[src/rtl/vga_pkg.sv]
// Shared 640x480@60 timing constants, position widths and the colour type
// used by the VGA scan controller and its timing sub-block.
package vga_pkg;

  localparam int unsigned H_ACTIVE_DEF = 640;
  localparam int unsigned H_FP_DEF     = 16;
  localparam int unsigned H_SYNC_DEF   = 96;
  localparam int unsigned H_BP_DEF     = 48;
  localparam int unsigned V_ACTIVE_DEF = 480;
  localparam int unsigned V_FP_DEF     = 10;
  localparam int unsigned V_SYNC_DEF   = 2;
  localparam int unsigned V_BP_DEF     = 33;

  localparam int unsigned H_TOTAL_DEF = H_ACTIVE_DEF + H_FP_DEF + H_SYNC_DEF + H_BP_DEF;
  localparam int unsigned V_TOTAL_DEF = V_ACTIVE_DEF + V_FP_DEF + V_SYNC_DEF + V_BP_DEF;

  localparam int unsigned X_W   = 10;
  localparam int unsigned Y_W   = 9;
  localparam int unsigned CNT_W = 10;

  typedef struct packed {
    logic [7:0] r;
    logic [7:0] g;
    logic [7:0] b;
  } rgb_t;

endpackage

[src/rtl/vga_timing_cnt.sv]
// Horizontal/vertical scan counters with raw (unregistered) active and
// active-low sync decode.
module vga_timing_cnt
  import vga_pkg::*;
#(
  parameter int unsigned H_ACTIVE = H_ACTIVE_DEF,
  parameter int unsigned H_FP     = H_FP_DEF,
  parameter int unsigned H_SYNC   = H_SYNC_DEF,
  parameter int unsigned H_BP     = H_BP_DEF,
  parameter int unsigned V_ACTIVE = V_ACTIVE_DEF,
  parameter int unsigned V_FP     = V_FP_DEF,
  parameter int unsigned V_SYNC   = V_SYNC_DEF,
  parameter int unsigned V_BP     = V_BP_DEF
) (
  input  logic             i_clk,
  input  logic             i_rst,
  output logic [CNT_W-1:0] o_h_cnt,
  output logic [CNT_W-1:0] o_v_cnt,
  output logic             o_active,
  output logic             o_hs_raw,
  output logic             o_vs_raw
);

  localparam int unsigned H_TOTAL = H_ACTIVE + H_FP + H_SYNC + H_BP;
  localparam int unsigned V_TOTAL = V_ACTIVE + V_FP + V_SYNC + V_BP;

  localparam logic [CNT_W-1:0] C_H_LAST   = CNT_W'(H_TOTAL - 1);
  localparam logic [CNT_W-1:0] C_V_LAST   = CNT_W'(V_TOTAL - 1);
  localparam logic [CNT_W-1:0] C_H_ACT    = CNT_W'(H_ACTIVE);
  localparam logic [CNT_W-1:0] C_V_ACT    = CNT_W'(V_ACTIVE);
  localparam logic [CNT_W-1:0] C_HS_BEG   = CNT_W'(H_ACTIVE + H_FP);
  localparam logic [CNT_W-1:0] C_HS_END   = CNT_W'(H_ACTIVE + H_FP + H_SYNC);
  localparam logic [CNT_W-1:0] C_VS_BEG   = CNT_W'(V_ACTIVE + V_FP);
  localparam logic [CNT_W-1:0] C_VS_END   = CNT_W'(V_ACTIVE + V_FP + V_SYNC);

  logic [CNT_W-1:0] r_h_cnt;
  logic [CNT_W-1:0] r_v_cnt;
  logic             w_h_wrap;
  logic             w_v_wrap;

  assign w_h_wrap = (r_h_cnt == C_H_LAST);
  assign w_v_wrap = (r_v_cnt == C_V_LAST);

  always_ff @(posedge i_clk or posedge i_rst) begin
    if (i_rst) begin
      r_h_cnt <= '0;
      r_v_cnt <= '0;
    end else begin
      r_h_cnt <= w_h_wrap ? '0 : r_h_cnt + 1'b1;
      // Lines advance only on the last column, so both wrap together.
      if (w_h_wrap) begin
        r_v_cnt <= w_v_wrap ? '0 : r_v_cnt + 1'b1;
      end
    end
  end

  assign o_h_cnt  = r_h_cnt;
  assign o_v_cnt  = r_v_cnt;
  assign o_active = (r_h_cnt < C_H_ACT) && (r_v_cnt < C_V_ACT);
  assign o_hs_raw = !((r_h_cnt >= C_HS_BEG) && (r_h_cnt < C_HS_END));
  assign o_vs_raw = !((r_v_cnt >= C_VS_BEG) && (r_v_cnt < C_VS_END));

endmodule

[src/rtl/vga_scan_ctrl.sv]
// VGA scan controller: publishes the scan position to layer modules,
// composites layer-1 over background and registers colour and sync together.
module vga_scan_ctrl
  import vga_pkg::*;
#(
  parameter int unsigned H_ACTIVE = H_ACTIVE_DEF,
  parameter int unsigned H_FP     = H_FP_DEF,
  parameter int unsigned H_SYNC   = H_SYNC_DEF,
  parameter int unsigned H_BP     = H_BP_DEF,
  parameter int unsigned V_ACTIVE = V_ACTIVE_DEF,
  parameter int unsigned V_FP     = V_FP_DEF,
  parameter int unsigned V_SYNC   = V_SYNC_DEF,
  parameter int unsigned V_BP     = V_BP_DEF
) (
  input  logic           clk,
  input  logic           rst,
  output logic [X_W-1:0] x_pos,
  output logic [Y_W-1:0] y_pos,
  input  logic           RqFLag1,
  input  logic [7:0]     r1,
  input  logic [7:0]     g1,
  input  logic [7:0]     b1,
  input  logic [7:0]     bg_r,
  input  logic [7:0]     bg_g,
  input  logic [7:0]     bg_b,
  output logic [7:0]     vga_r,
  output logic [7:0]     vga_g,
  output logic [7:0]     vga_b,
  output logic           vga_hs,
  output logic           vga_vs,
  output logic           vga_de,
  output logic           frame_start
);

  localparam logic [CNT_W-1:0] C_V_ACT = CNT_W'(V_ACTIVE);

  logic [CNT_W-1:0] w_h_cnt;
  logic [CNT_W-1:0] w_v_cnt;
  logic             w_active;
  logic             w_hs_raw;
  logic             w_vs_raw;
  rgb_t             w_pix;

  rgb_t r_pix;
  logic r_de;
  logic r_hs;
  logic r_vs;
  logic r_fs;

  vga_timing_cnt #(
    .H_ACTIVE (H_ACTIVE),
    .H_FP     (H_FP),
    .H_SYNC   (H_SYNC),
    .H_BP     (H_BP),
    .V_ACTIVE (V_ACTIVE),
    .V_FP     (V_FP),
    .V_SYNC   (V_SYNC),
    .V_BP     (V_BP)
  ) u_timing (
    .i_clk    (clk),
    .i_rst    (rst),
    .o_h_cnt  (w_h_cnt),
    .o_v_cnt  (w_v_cnt),
    .o_active (w_active),
    .o_hs_raw (w_hs_raw),
    .o_vs_raw (w_vs_raw)
  );

  assign x_pos = w_h_cnt;
  assign y_pos = (w_v_cnt < C_V_ACT) ? w_v_cnt[Y_W-1:0] : '0;

  // Layer answers arrive in the same cycle as the position they belong to.
  always_comb begin
    w_pix = '0;
    if (w_active) begin
      w_pix = RqFLag1 ? {r1, g1, b1} : {bg_r, bg_g, bg_b};
    end
  end

  always_ff @(posedge clk or posedge rst) begin
    if (rst) begin
      r_pix <= '0;
      r_de  <= 1'b0;
      r_hs  <= 1'b1;
      r_vs  <= 1'b1;
      r_fs  <= 1'b0;
    end else begin
      r_pix <= w_pix;
      r_de  <= w_active;
      r_hs  <= w_hs_raw;
      r_vs  <= w_vs_raw;
      r_fs  <= (w_h_cnt == '0) && (w_v_cnt == '0);
    end
  end

  assign vga_r       = r_pix.r;
  assign vga_g       = r_pix.g;
  assign vga_b       = r_pix.b;
  assign vga_de      = r_de;
  assign vga_hs      = r_hs;
  assign vga_vs      = r_vs;
  assign frame_start = r_fs;

endmodule

[config.mk]
export PLATFORM = sky130hd
export DESIGN_NAME = vga_scan_ctrl
export DESIGN_NICKNAME = d
export VERILOG_FILES = /design/src/rtl/vga_pkg.sv /design/src/rtl/vga_timing_cnt.sv /design/src/rtl/vga_scan_ctrl.sv
export SDC_FILE = /design/constraint.sdc
export NUM_CORES = 1
export LEC_CHECK = 0
export CAP_MARGIN = 5
export CORE_UTILIZATION = 35
export CTS_CLUSTER_DIAMETER = 80
export DETAILED_ROUTE_END_ITERATION = 8
export PLACE_DENSITY = 0.68
export SYNTH_ARGS = -nofsm -noshare
export SYNTH_HDL_FRONTEND = slang
export SYNTH_HIERARCHICAL = 1
export SYNTH_SLANG_ARGS = --single-unit
[constraint.sdc]
create_clock -name clk -period 3.6 [get_ports clk]
set_clock_uncertainty 0.15 [all_clocks]
set_input_delay 0.36 -clock clk [delete_from_list [all_inputs] [get_ports clk]]
set_output_delay 0.36 -clock clk [all_outputs]
set_load 0.02 [all_outputs]
==> reports/summary.md <==
At the worst endpoint, the arrival time is 1930 ps. The cell count after synthesis came out at 209. In this run the worst hold path is classified as in -> async. The netlist area before placement is 0.00237 mm², and the total clock buffers created by CTS is 5. The repair_antennas step left the layout with diodes totalling 0. Synthesis-stage register bit count: 48. The internal power of the cells totals 795 µW. The net count reported at finish came out at 362. In this run, the number of DRC markers left after iteration 0 of detailed routing was 84.

The net switching component of the power is 249 µW, and the placer's final routability congestion estimate is 0.826. Relative max-transition margin: 21.3%. The footprint of the multi-input gates was 0.00106 mm²; the half-perimeter wire length after detailed placement was 4160 µm.

The worst setup path is captured at an output port. Dividing total power by cell area gives a power density of 302 mW/mm². Pin placement for this block handled 98 I/O pins.

The area of the placeable core came out at 0.00642 mm². For this design, the CTS-stage hold fixing added 0 buffers. Measured along the x axis, the die boundary spans 84.2 µm.

The final reports fail on DRC. Combinational logic is responsible for 16.5% of the overall power. The run gives 29 as the pin count of the biggest net entering global routing. For the combined global-route utilization of all metal layers, the log shows 16.7%.

The tools report the final setup TNS as 0 ps. The number of gates given a new drive strength after cts is 0, and the buffer levels on the longest clock path is 2. The later pin in the worst-skew pair is clocked with a latency of 290 ps. The share of the synthesized netlist area taken by xor and xnor gates was 4.81%; the mean cell area of the mapped netlist was 11.3 µm².

Of the total synthesized cell area, the portion taken by AND, OR, NAND and NOR gates is 24.9%. IR analysis of the VDD net gives a maximum drop of 0.000137 V. The share of synthesized area spent on multiplexers is 10.1%, and the critical-path maximum fanout is 9.

The total detailed-routing wirelength came out at 5690 µm. In this run, flip-flops and latches consume 54.0% of the power. The die covers 0.00710 mm². The logs give 1846 for the number of global-route vias before repair and 264 for the number of nets produced by synthesis.

The via density per instance was 4.95; the number of max-cap violations was 0. Fill cells in the final layout number 572. The setup violation total in the final timing report is 0. Yosys printed 6 warnings. From bottom edge to top edge, the die measures 84.2 µm. In this run the static leakage power is 0.00152 µW. The detailed-routing iteration count for the pre-antenna-repair pass was 6. The worst setup path is of the reg -> out kind.

After detailed routing, the average wire length per cell comes to 14.8 µm. The H-tree was split into 2 levels. The tightest hold path in the finished design has a slack of 407 ps.

The sequential cells in the finished layout cover a total of 0.00120 mm². Row generation in the floorplan step produced 29 rows. The total overflow reported by the global router is 0.

The share of total power dissipated in the clock network is 29.5%. Of the cells placed in the final design, the portion with a size suffix greater than 1 is 6.49%. For the worst setup path, the data required time is 3090 ps. Sorting the synthesized cells by area gives the leading types as dfrtp_1 49%, mux2i_1 10%, nor2b_1 6.3%.

Number of enable-type register cells in the synthesized netlist: 0. The count of antenna-violating nets left after detailed routing was 0. Most instantiated library cell after synthesis: dfrtp_1.

The worst path needs 2440 ps of the cycle, external delays included. Clock-pin slew was measured on the worst setup and hold paths at 80 ps. The tools report the number of post-CTS setup repair buffers as 0. The area overhead of the layout relative to synthesis is 45.9%. Switching power as a share of total power: 23.8%.

Overall power consumption: 1040 µW. After synthesis, the largest family of logic cells by area is simple AND/OR/NAND/NOR gates. The number of failing hold endpoints at the final stage was 0; the share of Yosys cell area claimed by the top area cell type was 48.6%. The startpoint kind of the worst setup timing path was a register.

The run finished, with violations left. The prevailing post-synth register cell is dfrtp_1. The worst path uses 67.9% of the clock period. After synthesis, the netlist uses 34 different library cells. CTS saw 48 sinks. Once the floorplan was initialized, standard cells occupied 36.9% of the core. For this run, design rule violations remaining after detail routing come to 32.

Number of antenna violations at the first check in global routing: 0. For the number of pins with negative max-slew slack in the final report, the log shows 0. Summing the areas of all compound-gate instances in the mapped netlist gives 2.75% of the synthesized area. For the pin with the worst max-slew slack, the measured transition is 1170 ps. In the synthesized netlist, the cells that appear most often are 46 x dfrtp_1, 24 x mux2i_1, 24 x nor2b_1. TritonCTS built the clock tree.

Share of synthesized registers carrying an async set or reset: 100%. The detailed router placed 1905 vias in this run. The biggest area contributor in the post-synthesis netlist is dfrtp_1.

Clock tree synthesis selected as its root buffer the cell clkbuf_8. Setup repair after global routing left no endpoint under its margin. Summing the areas of all fa, ha and maj instances in the mapped netlist gives 2.11% of the synthesized area. The logs give 50.8% for the part of the Yosys area used for sequential elements and 409 MHz for the upper clock frequency limit.

The wire length of the first global-routing pass is 9330 µm, and the count of input and output buffers is 97.
[layout make-up]
| class | count | share of cell area (%) |
|---|---|---|
| Timing Repair Buffer | 98 | 28.3 |
| Clock buffer | 7 | 2.21 |
| Sequential cell | 48 | 34.8 |
| Multi-Input combinational cell | 146 | 30.8 |
| Inverter | 8 | 0.869 |
| Tap cell | 77 | 2.79 |
| Clock inverter | 1 | 0.145 |
[state kept, by name, summed over array words and instances, names as in the netlist]
register / flops
u_timing/o_h_cnt: 10
u_timing/o_v_cnt: 10
vga_b: 8
vga_g: 8
vga_r: 8
frame_start: 1
vga_de: 1
vga_hs: 1
vga_vs: 1
[path summary, 6_finish.rpt]
path | end | slack (ps) | depth (start not counted) | start
min in group clk | u_timing/o_h_cnt[0] | 430 | 1 | u_timing/o_h_cnt[0]
hold / removal | u_timing/o_h_cnt[2] | 410 | 2 | rst
setup reg to reg | vga_g[1] | 1320 | 4 | u_timing/o_v_cnt[7]
setup / recovery | y_pos[0] | 1160 | 3 | u_timing/o_v_cnt[5]
max in group asynchronous | vga_r[7] | 2130 | 2 | rst
hold reg to reg | u_timing/o_h_cnt[0] | 430 | 1 | u_timing/o_h_cnt[0]
[layout by cell type (no fill, tap or decap)]
master	synthesis	routed
nor4_1	7	7
buf_4	0	1
mux2i_1	24	24
o21ai_0	3	3
nand2_1	5	5
nor4_2	1	1
nor3_1	5	4
nand4_2	1	1
and2_1	11	11
clkinv_2	0	1
nor3_2	0	1
nor4bb_1	1	1
xor2_1	5	5
and3_1	2	2
and3_2	2	2
nor2b_1	24	24
nor2_1	13	13
clkdlybuf4s50_1	0	97
or3_1	2	2
o21a_1	2	2
ha_1	4	4
o31ai_1	1	1
nand3_1	14	14
nor3_4	1	1
inv_1	8	8
nand4_1	3	3
nor2_2	1	1
clkbuf_1	3	2
xnor2_1	8	8
or2_2	1	1
a21oi_1	1	1
clkbuf_8	0	5
nor4_4	2	2
a31oi_1	1	1
dfstp_2	2	2
a41oi_2	1	1
dfrtp_1	46	46
[through the flow]
step / setup WS, ps / utilization [%] / area, µm² / cells
finish: 1160 / 53.8 / 3450 / 385
detailed placement: 1330 / 52.5 / 3370 / 377
CTS: 1130 / 53.8 / 3450 / 385
global route: 1040 / 53.8 / 3450 / 385
floorplan: 1590 / - / 2370 / 209
global placement: 1330 / 52.5 / 3370 / 377
[worst max-delay path: stages (launching register included)]
cell and delay [ps]:
dfrtp_1 470, a41oi_2 380, and2_1 190, clkdlybuf4s50_1 610
[power by group through the flow]
| stage | sequential, µW | combinational (µW) | clock (µW) |
|---|---|---|---|
| 2_1_floorplan | 603 | 44.7 | 0 |
| 3_3_place_gp | 574 | 172 | 0 |
| 3_5_place_dp | 575 | 173 | 0 |
| 4_1_cts | 565 | 174 | 324 |
| 5_1_grt | 567 | 184 | 346 |
| 6_report | 564 | 172 | 308 |
[layer usage]
layer	up-vias	part of all wire (%)	GRT usage, %
li1	913	-	-
met1	899	46	22.9
met2	86	43	25.7
met3	7	10	5.21
met4	0	1.0	4.08
met5	-	0	0
[cells by family (layout without fill, tap and decap cells)]
group,after synthesis,after routing
fa+ha+maj,4,4
compound gates,9,9
simple gates,96,96
xor+xnor,13,13
mux,24,24
flops,48,48
buf+inv,15,114
No activity file was read; power rests on OpenSTA's default activity.
